## src/rtl/id_stage_pipe.sv

```systemverilog
// Decode stage of the 5-stage MIPS core: instruction decode, operand
// forwarding, in-ID branch/jump resolution, interlock detection and the
// ID/EX pipeline register with saturating stall/flush event counters.
//
// Handshake: in_valid marks a real instruction in IF/ID. stall_o=1 tells the
// front end to hold PC and IF/ID, and this stage then loads a bubble into
// ID/EX. ex_stall_i=1 freezes ID/EX completely (and also raises stall_o).
// An instruction is consumed only in a cycle with in_valid=1 and stall_o=0.
// DATA_W must be wider than 16 (immediate sign extension).
module id_stage_pipe #(
  parameter int DATA_W  = 32,
  parameter int RADDR_W = 5,
  parameter int FWD_EN  = 1,
  parameter int CNT_W   = 16
) (
  input  logic               clk,
  input  logic               rst,
  input  logic               in_valid,
  input  logic [31:0]        pc_plus4,
  input  logic [31:0]        inst_i,
  input  logic [DATA_W-1:0]  rf_rdat1,
  input  logic [DATA_W-1:0]  rf_rdat2,
  input  logic               ex_we,
  input  logic               mem_we,
  input  logic               wb_we,
  input  logic [RADDR_W-1:0] ex_waddr,
  input  logic [RADDR_W-1:0] mem_waddr,
  input  logic [RADDR_W-1:0] wb_waddr,
  input  logic               ex_is_load,
  input  logic               mem_is_load,
  input  logic [DATA_W-1:0]  ex_res,
  input  logic [DATA_W-1:0]  mem_res,
  input  logic [DATA_W-1:0]  wb_res,
  input  logic               ex_stall_i,
  output logic               stall_o,
  output logic               if_flush_o,
  output logic               bj_taken_o,
  output logic [31:0]        bj_target_o,
  output logic               out_valid,
  output logic [7:0]         ctl_o,
  output logic [DATA_W-1:0]  op1_o,
  output logic [DATA_W-1:0]  op2_o,
  output logic [DATA_W-1:0]  imm_o,
  output logic [RADDR_W-1:0] rs_o,
  output logic [RADDR_W-1:0] rt_o,
  output logic [RADDR_W-1:0] rd_o,
  output logic [CNT_W-1:0]   stall_cnt_o,
  output logic [CNT_W-1:0]   flush_cnt_o
);

  localparam logic [5:0] OP_R    = 6'h00;
  localparam logic [5:0] OP_J    = 6'h02;
  localparam logic [5:0] OP_BEQ  = 6'h04;
  localparam logic [5:0] OP_BNE  = 6'h05;
  localparam logic [5:0] OP_ADDI = 6'h08;
  localparam logic [5:0] OP_LW   = 6'h23;
  localparam logic [5:0] OP_SW   = 6'h2b;

  localparam logic [5:0] FN_ADD = 6'h20;
  localparam logic [5:0] FN_SUB = 6'h22;
  localparam logic [5:0] FN_AND = 6'h24;
  localparam logic [5:0] FN_OR  = 6'h25;
  localparam logic [5:0] FN_SLT = 6'h2a;

  localparam logic [2:0] ALU_AND = 3'b000;
  localparam logic [2:0] ALU_OR  = 3'b001;
  localparam logic [2:0] ALU_ADD = 3'b010;
  localparam logic [2:0] ALU_SUB = 3'b110;
  localparam logic [2:0] ALU_SLT = 3'b111;

  localparam bit FWD = (FWD_EN != 0);

  logic [5:0]         opcode;
  logic [5:0]         funct;
  logic [4:0]         shamt;
  logic [RADDR_W-1:0] rs_f, rt_f, rd_f;
  logic [DATA_W-1:0]  imm_ext;

  logic [7:0] dec_ctl;
  logic       uses_rs, uses_rt;
  logic       is_beq, is_bne, is_j, is_br;

  logic rs_ex, rs_mem, rs_wb, rt_ex, rt_mem, rt_wb;
  logic haz_rs, haz_rt;
  logic [DATA_W-1:0] op1_fwd, op2_fwd;
  logic [31:0] br_target, j_target;
  logic        resolve;

  assign opcode  = inst_i[31:26];
  assign funct   = inst_i[5:0];
  assign shamt   = inst_i[10:6];
  assign rs_f    = RADDR_W'(inst_i[25:21]);
  assign rt_f    = RADDR_W'(inst_i[20:16]);
  assign rd_f    = RADDR_W'(inst_i[15:11]);
  assign imm_ext = {{(DATA_W-16){inst_i[15]}}, inst_i[15:0]};

  // Decode: ctl = {RegWrite,MemtoReg,MemWrite,ALUSrc,RegDst,ALUControl}; unknown -> NOP
  always_comb begin
    dec_ctl = 8'h00;
    uses_rs = 1'b0;
    uses_rt = 1'b0;
    is_beq  = 1'b0;
    is_bne  = 1'b0;
    is_j    = 1'b0;
    case (opcode)
      OP_R: begin
        // A nonzero shift amount on these ALU ops is a malformed word; treat as NOP.
        if (shamt == 5'd0) begin
          uses_rs = 1'b1;
          uses_rt = 1'b1;
          case (funct)
            FN_ADD:  dec_ctl = {5'b10001, ALU_ADD};
            FN_SUB:  dec_ctl = {5'b10001, ALU_SUB};
            FN_AND:  dec_ctl = {5'b10001, ALU_AND};
            FN_OR:   dec_ctl = {5'b10001, ALU_OR};
            FN_SLT:  dec_ctl = {5'b10001, ALU_SLT};
            default: begin
              uses_rs = 1'b0;
              uses_rt = 1'b0;
            end
          endcase
        end
      end
      OP_ADDI: begin dec_ctl = {5'b10010, ALU_ADD}; uses_rs = 1'b1; end
      OP_LW:   begin dec_ctl = {5'b11010, ALU_ADD}; uses_rs = 1'b1; end
      OP_SW:   begin dec_ctl = {5'b00110, ALU_ADD}; uses_rs = 1'b1; uses_rt = 1'b1; end
      OP_BEQ:  begin dec_ctl = {5'b00000, ALU_SUB}; uses_rs = 1'b1; uses_rt = 1'b1; is_beq = 1'b1; end
      OP_BNE:  begin dec_ctl = {5'b00000, ALU_SUB}; uses_rs = 1'b1; uses_rt = 1'b1; is_bne = 1'b1; end
      OP_J:    begin is_j = 1'b1; end
      default: ;
    endcase
  end

  assign is_br = is_beq | is_bne;

  // Per-stage write matches; register 0 never matches anything.
  assign rs_ex  = ex_we  && (ex_waddr  == rs_f) && (rs_f != '0);
  assign rs_mem = mem_we && (mem_waddr == rs_f) && (rs_f != '0);
  assign rs_wb  = wb_we  && (wb_waddr  == rs_f) && (rs_f != '0);
  assign rt_ex  = ex_we  && (ex_waddr  == rt_f) && (rt_f != '0);
  assign rt_mem = mem_we && (mem_waddr == rt_f) && (rt_f != '0);
  assign rt_wb  = wb_we  && (wb_waddr  == rt_f) && (rt_f != '0);

  // Operand select: $0 -> 0, then youngest writer wins, regfile last.
  always_comb begin
    if (rs_f == '0)           op1_fwd = '0;
    else if (FWD && rs_ex)    op1_fwd = ex_res;
    else if (FWD && rs_mem)   op1_fwd = mem_res;
    else if (rs_wb)           op1_fwd = wb_res;
    else                      op1_fwd = rf_rdat1;
    if (rt_f == '0)           op2_fwd = '0;
    else if (FWD && rt_ex)    op2_fwd = ex_res;
    else if (FWD && rt_mem)   op2_fwd = mem_res;
    else if (rt_wb)           op2_fwd = wb_res;
    else                      op2_fwd = rf_rdat2;
  end

  // Interlocks: load data not ready, branch compare needs EX result now, or no EX/MEM bypass.
  assign haz_rs = uses_rs && ((rs_ex && ex_is_load) || (rs_mem && mem_is_load) ||
                              (is_br && rs_ex) || (!FWD && (rs_ex || rs_mem)));
  assign haz_rt = uses_rt && ((rt_ex && ex_is_load) || (rt_mem && mem_is_load) ||
                              (is_br && rt_ex) || (!FWD && (rt_ex || rt_mem)));
  assign stall_o = (in_valid && (haz_rs || haz_rt)) || ex_stall_i;

  // Redirect: only an instruction that actually leaves ID this cycle may redirect.
  assign resolve     = in_valid && !stall_o;
  assign br_target   = pc_plus4 + {{14{inst_i[15]}}, inst_i[15:0], 2'b00};
  assign j_target    = {pc_plus4[31:28], inst_i[25:0], 2'b00};
  assign bj_target_o = is_j ? j_target : br_target;
  assign bj_taken_o  = resolve && (is_j || (is_beq && (op1_fwd == op2_fwd)) ||
                                           (is_bne && (op1_fwd != op2_fwd)));
  assign if_flush_o  = bj_taken_o;

  // ID/EX register: freeze on EX back-pressure, bubble on interlock, else load.
  always_ff @(posedge clk) begin
    if (rst) begin
      out_valid <= 1'b0;
      ctl_o     <= 8'h00;
      op1_o     <= '0;
      op2_o     <= '0;
      imm_o     <= '0;
      rs_o      <= '0;
      rt_o      <= '0;
      rd_o      <= '0;
    end else if (!ex_stall_i) begin
      if (stall_o) begin
        out_valid <= 1'b0;
        ctl_o     <= 8'h00;
      end else begin
        out_valid <= in_valid;
        ctl_o     <= in_valid ? dec_ctl : 8'h00;
        op1_o     <= op1_fwd;
        op2_o     <= op2_fwd;
        imm_o     <= imm_ext;
        rs_o      <= rs_f;
        rt_o      <= rt_f;
        rd_o      <= rd_f;
      end
    end
  end

  // Stall event counter, saturating at all-ones.
  always_ff @(posedge clk) begin
    if (rst)                                  stall_cnt_o <= '0;
    else if (stall_o && (stall_cnt_o != '1))  stall_cnt_o <= stall_cnt_o + CNT_W'(1);
  end

  // Flush event counter, saturating at all-ones.
  always_ff @(posedge clk) begin
    if (rst)                                     flush_cnt_o <= '0;
    else if (if_flush_o && (flush_cnt_o != '1))  flush_cnt_o <= flush_cnt_o + CNT_W'(1);
  end

endmodule
```

## config.mk

```make
export PLATFORM = sky130hd
export DESIGN_NAME = id_stage_pipe
export DESIGN_NICKNAME = d
export VERILOG_FILES = /design/src/rtl/id_stage_pipe.sv
export SDC_FILE = /design/constraint.sdc
export NUM_CORES = 1
export LEC_CHECK = 0
export ABC_CLOCK_PERIOD_IN_PS = 4730
export BUFFER_PORTS_ARGS = -buffer_cell sky130_fd_sc_hd__clkbuf_2
export CORE_AREA = 2 2 168 170
export DETAILED_ROUTE_END_ITERATION = 10
export DIE_AREA = 0 0 170 172
export GPL_TIMING_DRIVEN = 0
export PLACE_DENSITY = 0.65
export SLEW_MARGIN = 10
export SYNTH_ARGS = -nofsm -noshare
export SYNTH_HDL_FRONTEND = slang
export SYNTH_SLANG_ARGS = --single-unit
```

## constraint.sdc

```tcl
create_clock -name clk -period 4.73 [get_ports clk]
set_clock_uncertainty 0.2 [all_clocks]
set_input_delay 0.473 -clock clk [delete_from_list [all_inputs] [get_ports clk]]
set_output_delay 0.473 -clock clk [all_outputs]
set_load 0.02 [all_outputs]
```

==> flow_summary.html <==
<table>
<tr><th>Metric</th><th>Value</th></tr>
<tr><th colspan="2">Placed design</th></tr>
<tr><td>Global placement routability congestion</td><td>0.950</td></tr>
<tr><td>Number of I/O port buffers</td><td>424</td></tr>
<tr><td>Detailed placement HPWL</td><td>37.9 mm</td></tr>
<tr><th colspan="2">Setup path</th></tr>
<tr><td>Cells traversed along the worst timing path</td><td>buf_4 &gt; xnor2_1 &gt; nand4_1 &gt; nor3_4 &gt; buf_4 &gt; nor3b_4 &gt; buf_4 &gt; a211oi_4 &gt; xor2_1 &gt; nor4_2 &gt; nand4_1 &gt; or3_1 &gt; a21boi_2 &gt; o21a_1 &gt; buf_4 &gt; buf_4</td></tr>
<tr><td>Slowest library cell on the worst path</td><td>or3_1</td></tr>
<tr><td>Arrival time at the worst endpoint</td><td>3910 ps</td></tr>
<tr><td>Reg2reg setup slack</td><td>2280 ps</td></tr>
<tr><td>Type of origin of the critical path</td><td>input port</td></tr>
<tr><td>R2R depth</td><td>9</td></tr>
<tr><td>Delay contributed by the slowest stage of the critical path</td><td>450 ps</td></tr>
<tr><td>Launch instance of the worst register-to-register path</td><td>stall_cnt_o[0]</td></tr>
<tr><td>Required arrival time at the worst endpoint</td><td>4060 ps</td></tr>
<tr><td>Worst reg2reg endpoint</td><td>stall_cnt_o[11]</td></tr>
<tr><td>CP most frequent cell</td><td>buf_4</td></tr>
<tr><td>Category of the worst setup path capture point</td><td>output port</td></tr>
<tr><td>Critical setup path kind</td><td>in2out</td></tr>
<tr><td>Worst Setup SP</td><td>inst_i[19]</td></tr>
<tr><td>Maximum net fanout on the critical path</td><td>10</td></tr>
<tr><th colspan="2">Job</th></tr>
<tr><td>Max-capacitance violation count</td><td>0</td></tr>
<tr><th colspan="2">Global routing</th></tr>
<tr><td>Grt total ovfl</td><td>0</td></tr>
<tr><td>Largest net degree at the start of global routing</td><td>20</td></tr>
<tr><td>All-layer global routing usage</td><td>30.8%</td></tr>
<tr><td>Number of antenna violations at the first check in global routing</td><td>1</td></tr>
<tr><td>Wire length of the first global-routing pass</td><td>68.2 mm</td></tr>
<tr><td>Number of global-route vias before repair</td><td>11900</td></tr>
<tr><th colspan="2">Synthesis</th></tr>
<tr><td>Largest area contributor in the netlist</td><td>dfxtp_1</td></tr>
<tr><td>Most frequent cell after synthesis</td><td>nand2_1</td></tr>
<tr><td>Warning count from the yosys run</td><td>0</td></tr>
<tr><td>Number of nets in the synthesized netlist</td><td>1671</td></tr>
<tr><td>Count of flip-flops with a built-in enable after synthesis</td><td>0</td></tr>
<tr><td>Share of flip-flops with an asynchronous set or reset after synthesis</td><td>0%</td></tr>
<tr><td>Distinct cell type count of the synthesized netlist</td><td>64</td></tr>
<tr><td>Cell area after synthesis</td><td>10300 um^2</td></tr>
<tr><td>Top-area cell type share of the netlist area</td><td>25.6%</td></tr>
<tr><td>Most numerous cell types in the synthesized netlist</td><td>nand2_1 (206), nor2_1 (133), dfxtp_1 (131), a21oi_1 (111), nor3_1 (75)</td></tr>
<tr><td>Flip-flop cell with the highest count after synthesis</td><td>dfxtp_1</td></tr>
<tr><td>Biggest area contributors in the synthesized netlist</td><td>dfxtp_1 (26%), nand2_1 (7.5%), mux2_2 (6.9%)</td></tr>
<tr><td>Share of the yosys chip area belonging to registers</td><td>25.6%</td></tr>
<tr><td>Average instance area after synthesis</td><td>7.37 um^2</td></tr>
<tr><td>Number of flip-flops and latches in the synthesized netlist</td><td>131</td></tr>
<tr><td>Synth Instances</td><td>1391</td></tr>
<tr><th colspan="2">Clocking</th></tr>
<tr><td>CTS tree</td><td>done</td></tr>
<tr><td>Maximum clock insertion buffer count</td><td>2</td></tr>
<tr><td>Root buffer cell</td><td>clkbuf_16</td></tr>
<tr><td># H-tree levels</td><td>4</td></tr>
<tr><td>Clk sink count</td><td>131</td></tr>
<tr><td>Count of hold-fix buffers inserted at cts</td><td>0</td></tr>
<tr><td>Clk pin slew, worst setup/hold paths</td><td>70 ps</td></tr>
<tr><td>Clock latency reported for the late side of the worst-skew pair</td><td>430 ps</td></tr>
<tr><td>Number of buffers created by CTS</td><td>17</td></tr>
<tr><th colspan="2">Route</th></tr>
<tr><td>Post-Route WL</td><td>47.4 mm</td></tr>
<tr><td>Drt initial violations</td><td>809</td></tr>
<tr><td>Drt wl/cell</td><td>21.4 um</td></tr>
<tr><td>Vias per Instance</td><td>5.53</td></tr>
<tr><td>Count of TritonRoute iterations in the first routing pass</td><td>7</td></tr>
<tr><td>DRC</td><td>0</td></tr>
<tr><td>Remaining antenna violation count</td><td>0</td></tr>
<tr><td>Via count of the routed design</td><td>12200</td></tr>
<tr><th colspan="2">Timing</th></tr>
<tr><td>Hold violation count in the final report</td><td>0</td></tr>
<tr><td>RSZ-0062 raised after global routing</td><td>yes</td></tr>
<tr><td>Pin slew with the least headroom to its limit</td><td>852 ps</td></tr>
<tr><td>Setup_tns</td><td>0 ps</td></tr>
<tr><td>Number of failing setup endpoints in the final timing report</td><td>0</td></tr>
<tr><td>Max Freq</td><td>218 MHz</td></tr>
<tr><td>Final period utilization</td><td>96.8%</td></tr>
<tr><td>Relative slew margins</td><td>43.0%</td></tr>
<tr><td>Final max-slew violation count</td><td>0</td></tr>
<tr><td>Final period demand of the worst path</td><td>4580 ps</td></tr>
<tr><th colspan="2">Layout</th></tr>
<tr><td>Layout cells sized above 1</td><td>38.0%</td></tr>
<tr><td>Post-route core utilization</td><td>52.2%</td></tr>
<tr><td>Total number of nets in the final design</td><td>2136</td></tr>
<tr><td>Area delta synth-&gt;final</td><td>39.9%</td></tr>
<tr><th colspan="2">Die</th></tr>
<tr><td>Die area</td><td>29200 um^2</td></tr>
<tr><td>Chip Width</td><td>170 um</td></tr>
<tr><td>Total core area</td><td>27500 um^2</td></tr>
<tr><td>Initial core utilization</td><td>37.3%</td></tr>
<tr><td>Die height</td><td>172 um</td></tr>
<tr><td>Count of boundary I/O pins</td><td>435</td></tr>
<tr><td>Std cell rows</td><td>61</td></tr>
<tr><th colspan="2">Status</th></tr>
<tr><td>Outcome</td><td>finished, final reports clean</td></tr>
<tr><th colspan="2">Power and ir drop</th></tr>
<tr><td>Comb power frac</td><td>31.2%</td></tr>
<tr><td>Static leakage</td><td>6.80 nW</td></tr>
<tr><td>Clock share of power</td><td>37.0%</td></tr>
<tr><td>P_int</td><td>0.00238 W</td></tr>
<tr><td>Power per cell area</td><td>260 nW/um^2</td></tr>
<tr><td>Part of the total power dissipated in sequential elements</td><td>31.8%</td></tr>
<tr><td>Switching part of the total power</td><td>36.3%</td></tr>
<tr><td>Worst IR Drop VDD</td><td>0.233 mV</td></tr>
<tr><td>Net switching component of the power</td><td>0.00136 W</td></tr>
<tr><th colspan="2">Min path</th></tr>
<tr><td>End point of the most critical hold path</td><td>imm_o[12]</td></tr>
<tr><td>Worst Min Path Start</td><td>inst_i[12]</td></tr>
<tr><td>Class of the most critical hold timing path</td><td>in2reg</td></tr>
<tr><td>Hold-critical path depth</td><td>3</td></tr>
</table>
-- cell type report --
cell class | count | area, um^2
sequential | 131 | 2620
tap | 346 | 433
buffer | 124 | 786
antenna | 1 | 2.50
clock inverter | 15 | 184
clock buffer | 17 | 425
inverter | 20 | 75.1
fill | 2803 | 13100
multi-input combinational | 1115 | 7440
timing repair buffer | 447 | 2380
-- cell usage in the layout, fill, tap and decap left out, drive strengths merged, types with 3 or more instances in the layout --
master | synthesis | final
a22oi | 5 | 5
nor2b | 41 | 41
nor3 | 82 | 82
o21a | 3 | 3
o31ai | 9 | 9
buf | 65 | 83
ha | 31 | 31
and3 | 71 | 71
clkbuf | 60 | 505
inv | 20 | 30
a21oi | 111 | 111
nor3b | 4 | 4
or3 | 5 | 5
nor2 | 133 | 133
nand2 | 206 | 206
mux2i | 3 | 3
a21o | 16 | 16
and2 | 4 | 4
xor2 | 59 | 59
nand3 | 20 | 20
nand4 | 17 | 17
xnor2 | 41 | 41
mux2 | 71 | 71
nand2b | 9 | 9
a211oi | 66 | 66
clkinv | 0 | 3
o21ai | 62 | 62
and4 | 3 | 3
dfxtp | 131 | 131
nor4 | 14 | 14
-- how the worst max path moves through the flow --
stage | endpoint | cells past startpoint | slack, ps
6_report | if_flush_o | 16 | 150
5_1_grt | if_flush_o | 16 | -70
3_5_place_dp | flush_cnt_o[9] | 17 | -670
2_1_floorplan | if_flush_o | 14 | 600
3_3_place_gp | flush_cnt_o[9] | 17 | -630
4_1_cts | if_flush_o | 16 | 50
-- cell families (layout without fill, tap and decap cells) --
| logic type | count (synthesis) | in the layout | synth area share [%] |
|---|---|---|---|
| adders and majority gates | 32 | 32 | 3.98 |
| muxes | 74 | 74 | 8.09 |
| xor gates and xnor gates | 100 | 100 | 8.54 |
| DFF | 131 | 131 | 25.6 |
| AOI/OAI and AO/OA | 290 | 290 | 17.3 |
| buffers and inverters | 145 | 623 | 7.01 |
| and+or+nand+nor | 619 | 619 | 29.5 |
| other | 0 | 1 | 0 |
-- metrics by stage --
stage	worst slack (ps)	hold WS, ps	instance area [um^2]	std cells	total power (W)
after floorplan	600	335	10300	1391	0.00186
after global placement	-632	241	12800	2161	0.00228
after detailed placement	-671	249	12800	2161	0.00228
after CTS	53.2	85.6	13800	2201	0.00370
after global routing	-70.9	104	14400	2216	0.00388
final	149	104	14400	2216	0.00374
-- per-layer routing --
layer	vias up	track usage (%)	routed length [um]
met1	5725	36.1	18200
met3	119	6.50	4030
met4	0	13.6	2190
li1	5761	-	-
met2	642	54.5	23000
met5	-	0	0
-- state kept, by name, summed over array words and instances, names as in the netlist --
| name | flops |
|---|---|
| op1_o | 32 |
| imm_o | 16 |
| stall_cnt_o | 16 |
| flush_cnt_o | 16 |
| op2_o | 32 |
| rt_o | 5 |
| ctl_o | 8 |
| rs_o | 5 |
| out_valid | 1 |
-- power by group through the flow --
stage / Clock [W] / Sequential (W) / Combinational [W]
floorplan: 0 / 0.00127 / 0.000590
global placement: 0 / 0.00121 / 0.00107
detailed placement: 0 / 0.00121 / 0.00107
CTS: 0.00140 / 0.00119 / 0.00110
global route: 0.00144 / 0.00119 / 0.00125
finish: 0.00138 / 0.00119 / 0.00117
-- worst max-delay path, delay by kind of cell --
family	cells	cell delay (ps)
AND/OR/NAND/NOR	6	1630
AO/OA/AOI/OAI	3	660
buffers and inverters	5	830
XOR/XNOR	2	310
-- what timing repair did --
action / in CTS / in global routing
pin swaps: 9 / 24
setup endpoints to repair: 18 / 6
gates resized for setup: 56 / 113
setup buffers: 8 / 12
cloned: 0 / 3
Power figures use the tool's default switching activity.
